### config.mk
export PLATFORM = sky130hd
export DESIGN_NAME = seq_divider
export DESIGN_NICKNAME = d
export VERILOG_FILES = /design/src/rtl/seq_divider.sv
export SDC_FILE = /design/constraint.sdc
export NUM_CORES = 1
export LEC_CHECK = 0
export ABC_AREA = 1
export BUFFER_PORTS_ARGS = -buffer_cell sky130_fd_sc_hd__buf_2
export CORE_UTILIZATION = 45
export DETAILED_ROUTE_END_ITERATION = 8
export GPL_ROUTABILITY_DRIVEN = 0
export HOLD_SLACK_MARGIN = 0.08
export PLACE_DENSITY_LB_ADDON = 0.2
export SLEW_MARGIN = 5
export SYNTH_ARGS = -nofsm -noshare
export SYNTH_HDL_FRONTEND = slang
export SYNTH_SLANG_ARGS = --single-unit
### constraint.sdc
create_clock -name clk -period 1.95 [get_ports clk]
set_clock_uncertainty 0.1 [all_clocks]
set_input_delay 0.195 -clock clk [delete_from_list [all_inputs] [get_ports clk]]
set_output_delay 0.195 -clock clk [all_outputs]
set_load 0.1 [all_outputs]
### src/rtl/seq_divider.sv
// Sequential 8/4 unsigned restoring divider, one quotient bit per clock, MSB first.
// Define DIVZERO_CHK_EN to short-circuit y=0 into an immediate flagged result.
module seq_divider (
    input  logic       clk,
    input  logic       rst_n,
    input  logic       start_i,
    input  logic [7:0] x_i,
    input  logic [3:0] y_i,
    output logic       busy_o,
    output logic       done_o,
    output logic [7:0] q_o,
    output logic [3:0] r_o,
    output logic       dz_o
);

    localparam logic [1:0] S_IDLE = 2'd0;
    localparam logic [1:0] S_RUN  = 2'd1;
    localparam logic [1:0] S_DONE = 2'd2;

    logic [1:0] state_q, state_d;
    logic [7:0] dvd_q, dvd_d;
    logic [3:0] div_q, div_d;
    logic [3:0] part_q, part_d;
    logic [7:0] quo_q, quo_d;
    logic [2:0] cnt_q, cnt_d;
    logic [7:0] q_q, q_d;
    logic [3:0] r_q, r_d;
`ifdef DIVZERO_CHK_EN
    logic       dz_q, dz_d;
`endif

    logic [4:0] part_sh;
    logic [3:0] diff;
    logic       sub_ok;
    logic [3:0] part_nx;
    logic [7:0] quo_nx;

    // The true partial remainder is always below 16 once restored, so a 4-bit
    // difference suffices; bit 4 of the shifted value alone guarantees part >= y.
    always_comb begin
        part_sh = {part_q, dvd_q[7]};
        diff    = part_sh[3:0] - div_q;
        sub_ok  = part_sh[4] | (part_sh[3:0] >= div_q);
        part_nx = sub_ok ? diff : part_sh[3:0];
        quo_nx  = {quo_q[6:0], sub_ok};
    end

    always_comb begin
        state_d = state_q;
        dvd_d   = dvd_q;
        div_d   = div_q;
        part_d  = part_q;
        quo_d   = quo_q;
        cnt_d   = cnt_q;
        q_d     = q_q;
        r_d     = r_q;
`ifdef DIVZERO_CHK_EN
        dz_d    = dz_q;
`endif
        case (state_q)
            S_IDLE, S_DONE: begin
                if (start_i) begin
                    dvd_d  = x_i;
                    div_d  = y_i;
                    part_d = 4'd0;
                    quo_d  = 8'd0;
                    cnt_d  = 3'd0;
                    state_d = S_RUN;
`ifdef DIVZERO_CHK_EN
                    if (y_i == 4'd0) begin
                        state_d = S_DONE;
                        q_d     = 8'hFF;
                        r_d     = 4'h0;
                        dz_d    = 1'b1;
                    end
`endif
                end else begin
                    state_d = S_IDLE;
                end
            end
            S_RUN: begin
                dvd_d  = {dvd_q[6:0], 1'b0};
                part_d = part_nx;
                quo_d  = quo_nx;
                cnt_d  = cnt_q + 3'd1;
                if (cnt_q == 3'd7) begin
                    state_d = S_DONE;
                    q_d     = quo_nx;
                    r_d     = part_nx;
`ifdef DIVZERO_CHK_EN
                    dz_d    = 1'b0;
`endif
                end
            end
            default: state_d = S_IDLE;
        endcase
    end

    always_ff @(posedge clk or negedge rst_n) begin
        if (!rst_n) begin
            state_q <= S_IDLE;
            dvd_q   <= 8'd0;
            div_q   <= 4'd0;
            part_q  <= 4'd0;
            quo_q   <= 8'd0;
            cnt_q   <= 3'd0;
            q_q     <= 8'd0;
            r_q     <= 4'd0;
        end else begin
            state_q <= state_d;
            dvd_q   <= dvd_d;
            div_q   <= div_d;
            part_q  <= part_d;
            quo_q   <= quo_d;
            cnt_q   <= cnt_d;
            q_q     <= q_d;
            r_q     <= r_d;
        end
    end

`ifdef DIVZERO_CHK_EN
    always_ff @(posedge clk or negedge rst_n) begin
        if (!rst_n) dz_q <= 1'b0;
        else        dz_q <= dz_d;
    end
    assign dz_o = dz_q;
`else
    assign dz_o = 1'b0;
`endif

    assign busy_o = (state_q == S_RUN);
    assign done_o = (state_q == S_DONE);
    assign q_o    = q_q;
    assign r_o    = r_q;

endmodule

==> impl_metrics.csv, run 1 <==
group,metric,value,unit
run_status,outcome,"complete, no violations",
routing,drc,0,
sta,fin_ws,0.0896,ns
sta,hold_viol,0,
sta,drv_slew,0,
synth,synth_area,1890,um^2
floorplan,initial_core_util,0.469,
clock_tree,cts.sinks,40,
critical_path,worst-path-buf-inv,3,
routing,routedWlPerCell,11.5,um
synth,synth_adder_area_share,0.0503,
sta,tightest_slew,0.502,ns
critical_path,cp.required,1.65,ns
synth,yosys-mux-area-fraction,0.00596,
sta,period_share,0.954,
sta,fmax,538,MHz
clock_tree,cts.path.max_buffers,2,
synth,yosysTopAreaCellShare,0.529,
routing,drt_iter0_drc,53,
routing,drt_pre_antenna_iters,4,
sta,slew_headroom,0.665,
sta,fin_crit,1.86,ns
placed_design,io_buffers,28,
finish,drive_above_1_share,0.277,
critical_path,cp_max_fo,11,
clock_tree,cts_max_level,2,
placed_design,dpl.cell_count,269,
critical_path,max_stage_delay,0.44,ns
synth,synth.distinct_cells,25,
sta,whs,0.0769,ns
clock_tree,tritoncts,"done",
synth,yosys.area_share.xor_xnor,0.00463,
critical_path,start_kind,"register",
finish,final_nets,263,
synth,synth_area_per_cell,9.65,um^2
finish,layout.cells.non_filler,292,
grt,antenna_found_initial,0,
grt,grt-ovfl-total,0,
hold_path,hp-class,"input port to register",
synth,synth_compound_area_frac,0.147,
routing,vias,1404,
floorplan,die-area,4460,um^2
grt,grtUsageTotal,0.171,
critical_path,crit_family,"buffers and inverters",
critical_path,critPathCaptureType,"primary output",
synth,yosys.area.top_type,"dfrtp_1",
placed_design,dp_slack,0.0615,ns
synth,syn_inst,196,
synth,synth_fp_nets,218,
synth,ys_warn_count,0,
finish,num_antenna_cells,0,
floorplan,dieWidth,66.8,um
job,cap_violations,0,
routing,drt_wl_total,3340,um
synth,synth.area.top_cells,"dfrtp_1 (53%), nand2_1 (8.1%), inv_1 (6.2%)",
clock_tree,insertion_delay,0.30,ns
finish,synthToLayoutAreaGrowth,23.0,%
clock_tree,numCtsBuffers,5,
routing,antenna_left,0,
floorplan,die_h,66.8,um
synth,ys_ff_latch,40,
clock_tree,path_clk_slew,0.09,ns
grt,grt_max_degree,41,
floorplan,top_level_ports,30,
floorplan,rows,23,
critical_path,cp.arrival,1.57,ns
grt,grt_pass1_vias,1267,
critical_path,crit_path_top_delay_cell,"buf_2",
critical_path,critical_path.cell_chain,"inv_1 -> nand2_2 -> inv_4 -> buf_2",
sta,tns,0,ns
placed_design,dpl.hpwl,2150,um
grt,grt_pass1_wl,5580,um
synth,ys_seq_area_frac,0.529,
floorplan,core-area,4030,um^2
sta,setup_violations,0,
routing,vias_per_cell,4.81,
critical_path,path_class,"register to primary output",
synth,synth_top_family_by_area,"simple AND/OR/NAND/NOR gates",
clock_tree,cts_root_buf,"clkbuf_8",
synth,synthSimpleGateAreaFrac,0.148,
## cell usage in the layout (no fill, tap or decap)
| master | Yosys | layout |
|---|---|---|
| dfrtp_1 | 40 | 40 |
| nand2_1 | 41 | 36 |
| inv_1 | 31 | 28 |
| buf_2 | 0 | 28 |
| dlygate4sd3_1 | 0 | 13 |
| nand3_1 | 12 | 12 |
| o21ai_2 | 8 | 8 |
| nand2_2 | 2 | 7 |
| o22ai_1 | 7 | 7 |
| o211ai_1 | 7 | 7 |
| nor2_1 | 6 | 6 |
| o21ai_1 | 6 | 6 |
| o21ai_0 | 6 | 6 |
| a21oi_1 | 5 | 5 |
| ha_1 | 6 | 5 |
| clkbuf_8 | 0 | 5 |
| buf_4 | 1 | 5 |
| inv_2 | 1 | 4 |
| a22o_1 | 2 | 2 |
| inv_4 | 1 | 1 |
| mux2_2 | 1 | 1 |
| nand2_4 | 1 | 1 |
| a21oi_4 | 0 | 1 |
| xnor2_1 | 1 | 1 |
| nor2_8 | 1 | 1 |
| fa_2 | 0 | 1 |
| ha_4 | 0 | 1 |
| conb_1 | 1 | 1 |
| inv_6 | 0 | 1 |
| clkinvlp_4 | 0 | 1 |
| bufinv_16 | 0 | 1 |
## final cells by class
cell class,instances,area [um^2]
clock inverter,3,46.3
inverter,33,126
tap,50,62.6
clock buffer,5,68.8
fill,376,1700
timing repair buffer,46,308
sequential,40,1000
multi-input combinational,115,712
## worst min-delay path, delay by kind of cell
| kind | cells | cell delay, ns |
|---|---|---|
| compound gates | 2 | 0.16 |
| buf+inv | 1 | 0.08 |
## sequential cells by signal (all words and copies together) (netlist names)
signal / flops
dvd_q: 8
div_q: 4
state_q: 2
quo_q: 7
r_o: 4
q_o: 8
part_q: 4
cnt_q: 3
## repair_timing
item,4_1_cts,5_1_grt
resized for setup,0,12
buffers inserted,0,2
hold buffers,13,0
setup endpoints to repair,0,10
hold endpoints to repair,51,0
## kinds of logic after synthesis
logic type	count (synthesis)
flops	40
other cells	1
compound gates	42
mux	1
xor+xnor	1
buf+inv	41
fa+ha+maj	7
simple gates	63
## metrics by stage
step,area [um^2],utilization
detailed placement,2030,0.504
finish,2320,0.577
global placement,2030,0.504
floorplan,1890,-
CTS,2270,0.565
global route,2320,0.577
## path summary, 6_finish.rpt
kind / depth (start not counted) / endpoint / from / slack (ns)
max reg2reg: 9 / quo_q[0] / dvd_q[7] / 0.09
min in group asynchronous: 3 / r_o[0] / rst_n / 0.38
min: 3 / dvd_q[7] / x_i[7] / 0.08
max: 4 / busy_o / state_q[1] / 0.09
min reg2reg: 2 / r_o[2] / r_o[2] / 0.38
max in group asynchronous: 3 / dvd_q[6] / rst_n / 1.02
## cell usage after synthesis
cell type and n:
ha_1 6, o211ai_1 7, o22ai_1 7, nand2_2 2, fa_1 1, o21ai_1 6, nor2_8 1, mux2_2 1
buf_6 7, nand2_4 1, a22o_1 2, inv_1 31, nor2_1 6, buf_4 1, dfrtp_1 40, conb_1 1
nand2_1 41, nand3_1 12, a21oi_1 5, inv_2 1, o21ai_0 6, a21oi_2 1, o21ai_2 8, xnor2_1 1
inv_4 1
## layer usage
layer,part of all wire,vias up,global-route usage
met5,0,-,0
met1,0.50,650,0.224
met4,0.0075,0,0.0878
met3,0.044,2,0.0428
met2,0.45,27,0.259
li1,-,725,-
Power of run 1 is not shown: default switching activity piles up to over one toggle a cycle in this logic, so the estimate is an artifact.
==> inputs of run 2 (changes only) <==
--- a/config.mk
+++ b/config.mk
@@ -12,6 +12,7 @@
 export GPL_ROUTABILITY_DRIVEN = 0
 export HOLD_SLACK_MARGIN = 0.08
 export PLACE_DENSITY_LB_ADDON = 0.2
+export SETUP_SLACK_MARGIN = 0.1
 export SLEW_MARGIN = 5
 export SYNTH_ARGS = -nofsm -noshare
 export SYNTH_HDL_FRONTEND = slang
==> impl_metrics.csv, run 2 (synthesis results as in run 1) <==
group,metric,value,unit
sta,rsz0062_at_grt,"yes",
floorplan,initial_core_util,0.469,
sta,drv_slew,0,
placed_design,dp_slack,0.0549,ns
sta,setup_violations,0,
clock_tree,cts_root_buf,"clkbuf_8",
routing,vias,1421,
floorplan,top_level_ports,30,
sta,fin_ws,0.149,ns
placed_design,io_buffers,28,
finish,num_antenna_cells,0,
floorplan,rows,23,
clock_tree,tritoncts,"done",
critical_path,rr_endpoint,"quo_q[0]",
sta,fmax,555,MHz
critical_path,r2r_cells,9,
finish,layout_commonest_cell,"dfrtp_1",
sta,tns,0,ns
grt,grt_pass1_wl,5660,um
grt,grtUsageTotal,0.177,
routing,drt_iter0_drc,92,
clock_tree,path_clk_slew,0.07,ns
clock_tree,numCtsBuffers,5,
critical_path,reg2reg_slack,0.15,ns
critical_path,critPathCaptureType,"register",
finish,drive_above_1_share,0.290,
clock_tree,cts.path.max_buffers,2,
hold_path,min_path_cells,3,
finish,final_nets,263,
critical_path,r2r_start,"dvd_q[7]",
routing,antenna_left,0,
hold_path,hold_start,"x_i[7]",
clock_tree,insertion_delay,0.29,ns
routing,drt_pre_antenna_iters,4,
floorplan,die-area,4460,um^2
finish,final_cell_mix,"dfrtp_1 (40), nand2_1 (36), inv_1 (28)",
routing,vias_per_cell,4.88,
critical_path,cp.required,2.01,ns
routing,drt_wl_total,3380,um
finish,fillCellCount,371,
sta,fin_crit,1.80,ns
routing,drc,0,
job,cap_violations,0,
routing,routedWlPerCell,11.6,um
hold_path,hp-class,"input port to register",
floorplan,dieWidth,66.8,um
critical_path,path_class,"register to register",
floorplan,core-area,4030,um^2
floorplan,die_h,66.8,um
critical_path,cp.arrival,1.86,ns
sta,hold_viol,0,
placed_design,dpl.hpwl,2190,um
grt,grt-ovfl-total,0,
clock_tree,cts.sinks,40,
run_status,outcome,"complete, no violations",
sta,period_share,0.924,
hold_path,worstHoldEndpoint,"dvd_q[7]",
critical_path,start_kind,"register",
sta,slew_headroom,0.663,
clock_tree,cts_max_level,2,
critical_path,cp_max_fo,5,
finish,synthToLayoutAreaGrowth,23.0,%
grt,antenna_found_initial,0,
grt,grt_pass1_vias,1276,
grt,grt_max_degree,41,
sta,tightest_slew,0.506,ns
run 2: final cells by class:
class	instances	area, um^2	share of cell area
tap	50	62.6	0.0269
clock inverter	1	5.00	0.00215
timing repair buffer	46	320	0.138
sequential	40	1000	0.431
multi-input combinational	115	734	0.316
clock buffer	6	72.6	0.0312
inverter	33	129	0.0554
run 2: per-stage QoR:
| stage | utilization | cell area (um^2) | instances | hold slack, ns |
|---|---|---|---|---|
| after floorplan | - | 1890 | 196 | -0.201 |
| after global placement | 0.506 | 2040 | 268 | 0.185 |
| after detailed placement | 0.506 | 2040 | 268 | 0.190 |
| after CTS | 0.558 | 2250 | 287 | 0.0817 |
| after global routing | 0.577 | 2320 | 291 | 0.106 |
| final | 0.577 | 2320 | 291 | 0.0867 |
run 2: how the worst max path moves through the flow:
stage,cells after the start,to,slack (ns),start
after floorplan,10,part_q[0],0.16,dvd_q[7]
after global placement,10,part_q[0],0.11,dvd_q[7]
after detailed placement,10,part_q[0],0.05,dvd_q[7]
after CTS,10,part_q[0],0.11,dvd_q[7]
after global routing,10,part_q[2],0.05,dvd_q[7]
final,9,quo_q[0],0.15,dvd_q[7]
run 2: critical path, stage by stage, from the launching register on:
cell	delay [ns]
dfrtp_1	0.37
inv_2	0.08
ha_4	0.14
inv_4	0.03
fa_2	0.39
inv_2	0.07
nand2_4	0.05
a21oi_4	0.22
buf_4	0.16
o22ai_1	0.05
run 2: what timing repair did:
action,4_1_cts,5_1_grt
buffers inserted,0,4
pin swaps,1,7
endpoints found under the hold margin,50,0
resized for setup,2,16
gates cloned,0,0
hold buffers,12,0
endpoints found under the setup margin,10,11
run 2: per-layer routing:
layer  up-vias  track usage  part of all wire
met4         0       0.0798             0.020
met2        24        0.279              0.46
met3         5       0.0514             0.034
met1       671        0.223              0.49
met5         -            0                 0
li1        721            -                 -
Power of run 2 is left out for the same reason.
